<file path="config.mk">
export PLATFORM = sky130hd
export DESIGN_NAME = instr_prefetch
export DESIGN_NICKNAME = d
export VERILOG_FILES = /design/src/rtl/instr_prefetch.sv
export SDC_FILE = /design/constraint.sdc
export NUM_CORES = 1
export LEC_CHECK = 0
export ABC_AREA = 1
export CORE_MARGIN = 2
export CORE_UTILIZATION = 51
export CTS_CLUSTER_DIAMETER = 150
export DETAILED_ROUTE_END_ITERATION = 16
export PLACE_DENSITY = 0.77
export SYNTH_ARGS = -nofsm -noshare
export SYNTH_HDL_FRONTEND = slang
export SYNTH_SLANG_ARGS = --single-unit
export TNS_END_PERCENT = 1
</file>
<file path="constraint.sdc">
create_clock -name clk -period 7 [get_ports clk]
set_input_delay 1.4 -clock clk [delete_from_list [all_inputs] [get_ports clk]]
set_output_delay 1.4 -clock clk [all_outputs]
set_load 0.05 [all_outputs]
</file>
<file path="src/rtl/instr_prefetch.sv">
// Sequential instruction prefetcher: word fetches into a small FIFO feeding decode.
// Optional per-entry illegal-encoding flag via `define PREFETCH_ILLEGAL_CHECK_EN.
module instr_prefetch #(
  parameter int            AW       = 32,
  parameter logic [AW-1:0] RESET_PC = '0,
  parameter int            DEPTH    = 4
) (
  input  logic          clk,
  input  logic          rst,
  output logic          imem_req,
  output logic [AW-1:0] imem_addr,
  input  logic [31:0]   imem_rdata,
  input  logic          redirect_valid,
  input  logic [AW-1:0] redirect_pc,
  output logic          instr_valid,
  input  logic          instr_ready,
  output logic [31:0]   instr_data,
  output logic [AW-1:0] instr_pc,
`ifdef PREFETCH_ILLEGAL_CHECK_EN
  output logic          instr_illegal,
`endif
  output logic          instr_misaligned
);
  localparam int PW = $clog2(DEPTH);
  localparam int CW = PW + 1;

  typedef enum logic {RUN, HALT} state_t;

  state_t          state;
  logic [AW-1:0]   fetch_pc, inflight_pc;
  logic            inflight;
  logic [PW-1:0]   rd_ptr, wr_ptr;
  logic [CW-1:0]   count;

  logic [31:0]     data_q [DEPTH];
  logic [AW-1:0]   pc_q   [DEPTH];
  logic [DEPTH-1:0] mis_q;
`ifdef PREFETCH_ILLEGAL_CHECK_EN
  logic [DEPTH-1:0] ill_q;
`endif

  logic            push, pop, misal;
  logic            wr_en;
  logic [PW-1:0]   wr_idx;
  logic [31:0]     wr_data;
  logic [AW-1:0]   wr_pc;

  assign misal = redirect_pc[1:0] != 2'b00;
  assign push  = inflight;
  assign pop   = instr_valid && instr_ready;

  // Reserve a slot for the in-flight word so a response can never overflow.
  assign imem_req  = rst && (state == RUN) && !redirect_valid &&
                     (({1'b0, count} + (CW+1)'(inflight)) < (CW+1)'(DEPTH));
  assign imem_addr = fetch_pc;

  assign instr_valid      = count != '0;
  assign instr_data       = instr_valid ? data_q[rd_ptr] : '0;
  assign instr_pc         = instr_valid ? pc_q[rd_ptr]   : '0;
  assign instr_misaligned = instr_valid && mis_q[rd_ptr];
`ifdef PREFETCH_ILLEGAL_CHECK_EN
  assign instr_illegal    = instr_valid && ill_q[rd_ptr];
`endif

  // A redirect flushes everything; a misaligned one leaves only its marker in slot 0.
  assign wr_en   = redirect_valid ? misal : push;
  assign wr_idx  = redirect_valid ? '0 : wr_ptr;
  assign wr_data = redirect_valid ? '0 : imem_rdata;
  assign wr_pc   = redirect_valid ? redirect_pc : inflight_pc;

  always_ff @(posedge clk) begin
    if (wr_en) begin
      data_q[wr_idx] <= wr_data;
      pc_q[wr_idx]   <= wr_pc;
      mis_q[wr_idx]  <= redirect_valid;
`ifdef PREFETCH_ILLEGAL_CHECK_EN
      ill_q[wr_idx]  <= !redirect_valid &&
                        ((wr_data[1:0] != 2'b11) || (wr_data == 32'h0) || (wr_data == 32'hFFFF_FFFF));
`endif
    end
  end

  always_ff @(posedge clk or negedge rst) begin
    if (!rst) begin
      state       <= RUN;
      fetch_pc    <= RESET_PC;
      inflight_pc <= '0;
      inflight    <= 1'b0;
      rd_ptr      <= '0;
      wr_ptr      <= '0;
      count       <= '0;
    end else if (redirect_valid) begin
      // Clearing inflight here is the kill: the pending response is never pushed.
      inflight <= 1'b0;
      rd_ptr   <= '0;
      if (misal) begin
        wr_ptr <= PW'(1);
        count  <= CW'(1);
        state  <= HALT;
      end else begin
        wr_ptr   <= '0;
        count    <= '0;
        fetch_pc <= redirect_pc;
        state    <= RUN;
      end
    end else begin
      if (push) wr_ptr <= wr_ptr + PW'(1);
      if (pop)  rd_ptr <= rd_ptr + PW'(1);
      count    <= count + CW'(push) - CW'(pop);
      inflight <= imem_req;
      if (imem_req) begin
        inflight_pc <= fetch_pc;
        fetch_pc    <= fetch_pc + AW'(4);
      end
    end
  end
endmodule

</file>
==> results of run 1 <==
-- cells by family after synthesis --
logic type      Yosys count  share of synthesized area
compound gates          297                      0.106
xor+xnor                  1                   0.000605
fa+ha+maj                 5                    0.00484
buf+inv                 172                     0.0475
flops                   333                      0.666
simple gates            654                      0.176
-- final timing paths --
check / from / end / slack, ns / cells past startpoint
worst min-delay path: inflight_pc[10]$_DFFE_PN0P_ / inflight_pc[10]$_DFFE_PN0P_ / 0.49 / 2
worst max register to register: count[1]$_DFF_PN0_ / imem_addr[17]$_DFFE_PN0P_ / 4.53 / 10
max in group asynchronous: rst / rd_ptr[0]$_DFFE_PN0P_ / 5.00 / 2
worst min register to register: inflight_pc[10]$_DFFE_PN0P_ / inflight_pc[10]$_DFFE_PN0P_ / 0.49 / 2
worst max-delay path: rd_ptr[0]$_DFFE_PN0P_ / instr_data[22] / 1.70 / 5
min in group asynchronous: rst / inflight_pc[23]$_DFFE_PN0P_ / 0.75 / 1
-- cells in the mapped netlist (all sizes together), types with 2 or more instances --
cell type and count:
nor2 359, edfxtp 260, nand2 252, o21ai 192, inv 94, a21oi 86
dfrtp 73, buf 39, clkbuf 39, nand3 34, a21boi 14, ha 4
nor3 3, and2 2, o211ai 2
-- state kept, by name, summed over array words and instances, names as in the netlist --
| name | count |
|---|---|
| state | 1 |
| rd_ptr | 2 |
| count | 3 |
| inflight_pc | 32 |
| imem_addr | 32 |
| pc_q | 128 |
| inflight | 1 |
| data_q | 128 |
| mis_q | 4 |
| wr_ptr | 2 |
-- cell type report --
| type | instances | share of cell area |
|---|---|---|
| Inverter | 94 | 0.0202 |
| Multi-Input combinational cell | 957 | 0.239 |
| Clock inverter | 17 | 0.00671 |
| Clock buffer | 44 | 0.0537 |
| Tap cell | 378 | 0.0270 |
| Timing Repair Buffer | 183 | 0.103 |
| Sequential cell | 333 | 0.550 |
-- power groups by stage --
stage                     combinational, mW  sequential (mW)  clock (mW)
after floorplan                        1.39             2.76           0
after global placement                 2.30             2.61           0
after detailed placement               2.33             2.62           0
after CTS                              2.34             2.58        1.75
after global routing                   2.51             2.61        1.83
final                                  2.32             2.59        1.72
-- routing by layer --
layer | up-vias | wire, um | track usage
li1 | 5157 | - | -
met1 | 5048 | 14300 | 0.307
met2 | 432 | 17400 | 0.422
met3 | 59 | 2430 | 0.0398
met4 | 0 | 760 | 0.0676
met5 | - | 0 | 0
-- per-stage QoR --
step	util	hold WS, ns
global route	0.629	0.505
finish	0.629	0.486
floorplan	-	0.450
global placement	0.591	0.465
detailed placement	0.591	0.473
CTS	0.629	0.488
-- worst register-to-register path: stages, from the launching register on --
cell     delay, ns
dfrtp_1       0.43
ha_1          0.22
and3_1        0.20
nor2_1        0.12
nand2_2       0.09
buf_4         0.36
nand2_1       0.19
buf_4         0.39
nand2_1       0.14
o21ai_1       0.18
inv_1         0.06
==> impl_metrics.toml, run 1 <==
[final_layout]
final-seq-area_mm2 = 0.00964
nFillCells = 2243
multiInputGateArea_mm2 = 0.00419
final_area_mm2 = 0.0175
diodes = 0
final_cell_mix = "nor2_1, edfxtp_1, nand2_1"
layout_commonest_cell = "nor2_1"
nets = 1677
instances_no_fill = 2006
area_growth_pct = 21.1
drive_above_1_share = 0.0547

[clock_tree]
clk_latency_ns = 0.51
holdBufCountCts = 0
ctsResizeCount = 0
cts.clk_slew.worst_paths_ns = 0.06
numCtsBuffers = 35
cts_max_level = 2
cts_tree = "done"
cts_root_buf = "clkbuf_16"
postCtsSetupRepairBufs = 0
cts.path.max_buffers = 3
clock_sinks = 333

[sta]
fmax_mhz = 189
maxSlewViolCount = 0
max_slew_margin = 0.272
period_needed_ns = 5.30
finClkSkew_ns = 0.0176
grt_setup_unrepaired = "no"
finalHoldViolCount = 0
tightest_slew_ns = 1.08
finalWorstSetupSlack_ns = 1.70
finalCritPeriodShare = 0.758
setup_viol = 0
fin_tns_setup_ns = 0

[worst_setup_path]
arrival_ns = 3.90
end_kind = "output pin"
cp_num_buf_inv = 3
slowest_delay_ns = 0.85
path_delay_family = "buffers and inverters"
slowest_stage = "clkinv_2"
critPathMaxFanout = 79
critPathKind = "reg -> out"
critical_path_required_ns = 5.60
worstPathCellList = "clkinv_2, buf_4, o21ai_0, a21oi_1, clkdlybuf4s50_1"
worstSetupStartpointType = "flip-flop"

[drt]
drc_errors = 0
via_per_inst = 5.33
wl_per_cell_um = 17.4
postRouteAntennaNets = 0
wl_mm = 34.9
drt_iter0_markers = 966
drtPass1Iterations = 5
vias = 10700

[global_routing]
grt.total_usage = 0.240
grt_max_degree = 95
grt_pass1_wl_mm = 54.6
overflow = 0
grt_antenna_before_repair = 0
grt_pass1_vias = 10500

[power_and_ir_drop]
ir_drop_uv = 195
powerDensity_mw_per_mm2 = 378
p_total_mw = 6.63
netSwitchingFraction = 0.382
pwr-share-comb = 0.351
p_int_mw = 4.10
p_seq_frac = 0.390
p_sw_mw = 2.53
leakagePower_nw = 6.83
clkPwrFrac = 0.259

[placement]
place_ws_ns = 1.95
place_area_mm2 = 0.0165
dp_hpwl_mm = 20.7
dp.cells = 1945
globalplace.congestion = 0.864
io_buffers = 166

[floorplanning]
core-area_mm2 = 0.0279
die_h_um = 172
die-area_mm2 = 0.0297
initial_core_util = 0.520
rows = 61
top_level_ports = 167
die_w_um = 172

[yosys]
synth-seq-cells = 333
synth_edf_count = 260
avgSynthCellArea_um2 = 9.90
yosysTopAreaCell = "edfxtp_1"
async_flop_share = 0.219
netlist.area_leader.share = 0.539
synthCells = 1462
synthFlopType = "edfxtp_1"
syn-cell-area_mm2 = 0.0145
syn_nets = 1535
yosysWarnings = 0
synth_cell_type_count = 31
ys_seq_area_frac = 0.666
synth.area.top_cells = "edfxtp_1, dfrtp_1, nor2_1"

[job]
drv_cap = 0

[worst_hold_path]
hp-class = "reg -> reg"

[outcome]
status = "finished, final reports clean"
Note: power is estimated with default switching activity, not from simulation.
==> inputs of run 2 (changes only) <==
--- a/config.mk
+++ b/config.mk
@@ -7,10 +7,10 @@
 export LEC_CHECK = 0
 export ABC_AREA = 1
 export CORE_MARGIN = 2
-export CORE_UTILIZATION = 51
+export CORE_UTILIZATION = 56
 export CTS_CLUSTER_DIAMETER = 150
 export DETAILED_ROUTE_END_ITERATION = 16
-export PLACE_DENSITY = 0.77
+export PLACE_DENSITY = 0.8
 export SYNTH_ARGS = -nofsm -noshare
 export SYNTH_HDL_FRONTEND = slang
 export SYNTH_SLANG_ARGS = --single-unit
==> constraint.sdc (replaced) <==
create_clock -name clk -period 4.9 [get_ports clk]
set_input_delay 0.98 -clock clk [delete_from_list [all_inputs] [get_ports clk]]
set_output_delay 0.98 -clock clk [all_outputs]
set_load 0.05 [all_outputs]
==> impl_metrics.toml, run 2 (synthesis gave the netlist of run 1 again) <==
[placement]
io_buffers = 166
place_area_mm2 = 0.0164
dp_hpwl_mm = 21.8
globalplace.congestion = 0.881

[worst_setup_path]
path_delay_family = "buffers and inverters"
end_kind = "output pin"
worstPathCellList = "clkinv_2, buf_4, o21ai_0, a21oi_1, clkdlybuf4s50_1"
critical_path_required_ns = 3.92
critPathMaxFanout = 43
slowest_stage = "clkdlybuf4s50_1"
arrival_ns = 3.03
slowest_delay_ns = 0.85
cp_num_buf_inv = 3
worstSetupStartpointType = "flip-flop"
critPathKind = "reg -> out"

[final_layout]
final_area_mm2 = 0.0177
final_cell_mix = "nor2_1, edfxtp_1, nand2_1"
drive_above_1_share = 0.0618
reg.largest.list = "data_q: 128 flops, pc_q: 128 flops"
area_growth_pct = 22.0
layout_commonest_cell = "nor2_1"
final-seq-area_mm2 = 0.00964
nFillCells = 1832
multiInputGateArea_mm2 = 0.00419
nets = 1681
diodes = 0

[floorplanning]
initial_core_util = 0.573
die_h_um = 165
die-area_mm2 = 0.0272
core-area_mm2 = 0.0253
top_level_ports = 167
die_w_um = 165
rows = 58

[clock_tree]
cts_root_buf = "clkbuf_16"
cts_tree = "done"
holdBufCountCts = 0
cts_max_level = 2
clk_latency_ns = 0.51
postCtsSetupRepairBufs = 0
cts.clk_slew.worst_paths_ns = 0.06
ctsResizeCount = 0
numCtsBuffers = 34
clock_sinks = 333
cts.path.max_buffers = 3

[drt]
wl_mm = 35.3
drtPass1Iterations = 6
wl_per_cell_um = 18.0
vias = 11000
drc_errors = 0
drt_iter0_markers = 1194
postRouteAntennaNets = 0
via_per_inst = 5.62

[sta]
grt_setup_unrepaired = "no"
hold_ws_ns = 0.481
finalHoldViolCount = 0
finClkSkew_ns = 0.0130
period_needed_ns = 4.01
max_slew_margin = 0.427
maxSlewViolCount = 0
finalCritPeriodShare = 0.819
setup_viol = 0
fmax_mhz = 249
tightest_slew_ns = 0.858

[worst_hold_path]
hp-class = "reg -> reg"

[global_routing]
grt_max_degree = 132
grt_pass1_wl_mm = 55.4
grt_antenna_before_repair = 0
overflow = 0
grt.total_usage = 0.263
grt_pass1_vias = 11000

[power_and_ir_drop]
ir_drop_uv = 381
powerDensity_mw_per_mm2 = 556
leakagePower_nw = 6.95
p_total_mw = 9.81

[job]
drv_cap = 0

[outcome]
status = "finished, final reports clean"
==> run 2: changes by cell type in the layout (fill, tap and decap cells not counted) <==
cell	delta
clkbuf_1	-7
buf_4	+5
bufinv_16	+5
clkinv_1	+2
clkinvlp_4	-2
buf_2	+1
clkbuf_16	+1
clkbuf_8	+1
clkdlybuf4s50_1	-1
clkinv_2	+1
==> run 2: per-layer routing <==
metal	track usage	vias to the layer above	part of all wire
met5	0	-	0
met3	0.0394	81	0.084
met2	0.447	555	0.48
met4	0.0968	0	0.029
met1	0.348	5222	0.40
li1	-	5176	-
==> run 2: layout make-up <==
| class | count | share of cell area |
|---|---|---|
| Sequential cell | 333 | 0.546 |
| Tap cell | 330 | 0.0234 |
| Multi-Input combinational cell | 957 | 0.238 |
| Clock inverter | 23 | 0.0150 |
| Clock buffer | 39 | 0.0540 |
| Inverter | 94 | 0.0201 |
| Timing Repair Buffer | 188 | 0.104 |
==> run 2: worst register-to-register path, stage by stage (launching register included) <==
cell     delay, ns
dfrtp_1       0.42
ha_1          0.22
and3_1        0.19
nor2_1        0.12
nand2_2       0.37
nand2_1       0.80
buf_4         0.35
nand2_1       0.08
o21ai_0       0.09
==> run 2: final timing paths <==
path | startpoint | end | slack [ns] | cells after the start
max reg2reg | count[1]$_DFF_PN0_ | imem_addr[5]$_DFFE_PN0P_ | 2.20 | 8
min reg2reg | inflight_pc[9]$_DFFE_PN0P_ | inflight_pc[9]$_DFFE_PN0P_ | 0.48 | 2
min | inflight_pc[9]$_DFFE_PN0P_ | inflight_pc[9]$_DFFE_PN0P_ | 0.48 | 2
max | rd_ptr[0]$_DFFE_PN0P_ | instr_pc[22] | 0.89 | 5
max in group asynchronous | rst | rd_ptr[0]$_DFFE_PN0P_ | 3.35 | 3
min in group asynchronous | rst | inflight_pc[31]$_DFFE_PN0P_ | 0.56 | 2
==> run 2: power by group <==
group	switching (mW)	internal (mW)	total, mW
registers	0.228	3.45	3.68
logic	2.34	1.01	3.36
clock network	1.06	1.71	2.78
total	3.64	6.17	9.81
==> run 2: through the flow <==
stage	TNS, ns	utilization	cells	worst slack [ns]
final	0	0.699	1964	0.889
after global placement	0	0.651	1902	1.43
after detailed placement	0	0.651	1902	1.38
after global routing	0	0.699	1964	0.714
after CTS	0	0.699	1964	0.840
after floorplan	-201.94	-	1462	-1.55
==> inputs of run 3 (changes only) <==
==> constraint.sdc (replaced) <==
create_clock -name clk -period 3.7 [get_ports clk]
set_input_delay 0.74 -clock clk [delete_from_list [all_inputs] [get_ports clk]]
set_output_delay 0.74 -clock clk [all_outputs]
set_load 0.05 [all_outputs]
==> impl_metrics.toml, run 3 (synthesis gave the netlist of run 1 again) <==
[outcome]
status = "finished, final reports clean"

[power_and_ir_drop]
pwr-share-comb = 0.345
clkPwrFrac = 0.269
netSwitchingFraction = 0.379
p_seq_frac = 0.386
ir_drop_uv = 488
p_sw_mw = 4.79
p_int_mw = 7.84
powerDensity_mw_per_mm2 = 723
leakagePower_nw = 6.99

[worst_setup_path]
slowest_stage = "buf_4"
end_kind = "output pin"
r2r_slack_ns = 1.18
critPathMaxFanout = 84
arrival_ns = 2.52
slowest_delay_ns = 0.71
r2r-start = "wr_ptr[0]$_DFFE_PN0P_"
r2r_cells = 5
critical_path_required_ns = 2.96
critPathKind = "reg -> out"
worstSetupStartpointType = "flip-flop"
r2r_end = "data_q[1][2]$_DFFE_PP_"
worstPathCellList = "buf_4, nor2_1, nor2_1, o21ai_0, a21oi_1, buf_4"

[placement]
dp.cells = 1902
io_buffers = 166
place_ws_ns = 0.408
dp_hpwl_mm = 21.4
globalplace.congestion = 0.904

[clock_tree]
cts_tree = "done"
clock_sinks = 333
numCtsBuffers = 34
clk_latency_ns = 0.51
cts_max_level = 2
cts.path.max_buffers = 3
cts_root_buf = "clkbuf_16"
ctsResizeCount = 0
postCtsSetupRepairBufs = 0
cts.clk_slew.worst_paths_ns = 0.06
holdBufCountCts = 0

[floorplanning]
core-area_mm2 = 0.0253
top_level_ports = 167
rows = 58
initial_core_util = 0.573
die-area_mm2 = 0.0272
die_w_um = 165
die_h_um = 165

[sta]
maxSlewViolCount = 0
period_needed_ns = 3.26
tightest_slew_ns = 1.14
fmax_mhz = 307
finClkSkew_ns = 0.0112
max_slew_margin = 0.234
fin_tns_setup_ns = 0
grt_setup_unrepaired = "no"
finalCritPeriodShare = 0.880
finalHoldViolCount = 0
setup_viol = 0
finalWorstSetupSlack_ns = 0.443

[final_layout]
nets = 1681
multiInputGateArea_mm2 = 0.00421
final_util = 0.691
reg.largest.list = "data_q: 128 flops, pc_q: 128 flops"
layout_commonest_cell = "nor2_1"
diodes = 0
instances_no_fill = 1962
final_cell_mix = "nor2_1, edfxtp_1, nand2_1"
area_growth_pct = 20.6
drive_above_1_share = 0.0962
nFillCells = 1861
final-seq-area_mm2 = 0.00964

[drt]
drc_errors = 0
wl_mm = 34.8
vias = 10800
drtPass1Iterations = 5
wl_per_cell_um = 17.7
drt_iter0_markers = 1184
via_per_inst = 5.52
postRouteAntennaNets = 0

[global_routing]
grt_pass1_wl_mm = 53.9
grt.total_usage = 0.258
grt_pass1_vias = 10400
grt_max_degree = 85
grt_antenna_before_repair = 0
overflow = 0

[worst_hold_path]
hp-class = "in -> async"

[job]
drv_cap = 0
run 3: changes by cell type in the layout (fill, tap and decap cells not counted):
cell	change
clkdlybuf4s50_1	-65
buf_12	+4
clkinvlp_4	-1
clkbuf_1	+7
nor3_4	+2
clkbuf_8	-1
clkinv_2	-4
nor3_2	-2
buf_4	+61
bufinv_16	-3
run 3: critical path, delay by kind of cell, from the launching register on:
family | cells | cell delay (ns)
buffers and inverters | 2 | 0.97
DFF | 1 | 0.42
AOI/OAI and AO/OA | 2 | 0.37
and+or+nand+nor | 2 | 0.24
run 3: cell type report:
cell class	instances	area share
inverter	94	0.0203
timing repair buffer	188	0.0989
multi-input combinational	957	0.241
sequential	333	0.552
clock inverter	15	0.00846
clock buffer	45	0.0553
tap	330	0.0237
run 3: worst max path at each step:
stage / from / to / slack, ns
final: rd_ptr[0]$_DFFE_PN0P_ / instr_pc[1] / 0.44
after CTS: rd_ptr[0]$_DFFE_PN0P_ / instr_pc[18] / 0.41
after global routing: rd_ptr[0]$_DFFE_PN0P_ / instr_pc[18] / 0.23
after floorplan: redirect_valid / data_q[0][0]$_DFFE_PP_ / -0.59
after global placement: redirect_pc[0] / pc_q[2][8]$_DFFE_PP_ / 0.45
after detailed placement: redirect_pc[1] / pc_q[2][15]$_DFFE_PP_ / 0.41
run 3: power groups by stage:
stage,Sequential [mW],Clock (mW),Combinational (mW)
after floorplan,5.22,0,2.63
after global placement,4.91,0,4.29
after detailed placement,4.93,0,4.36
after CTS,4.86,3.43,4.38
after global routing,4.92,3.58,4.67
final,4.87,3.40,4.36
run 3: routing by layer:
layer | track usage | up-vias | wire length, um
met3 | 0.0311 | 53 | 2810
met4 | 0.0747 | 0 | 659
met2 | 0.438 | 506 | 17200
met5 | 0 | - | 0
li1 | - | 5174 | -
met1 | 0.353 | 5091 | 14200
run 3: metrics by stage:
| stage | hold slack (ns) | total power, mW | instance area [um2] |
|---|---|---|---|
| final | 0.326 | 12.6 | 17500 |
| after global routing | 0.345 | 13.2 | 17500 |
| after CTS | 0.319 | 12.7 | 17500 |
| after detailed placement | 0.474 | 9.29 | 16300 |
| after global placement | 0.463 | 9.21 | 16300 |
| after floorplan | 0.444 | 7.84 | 14500 |
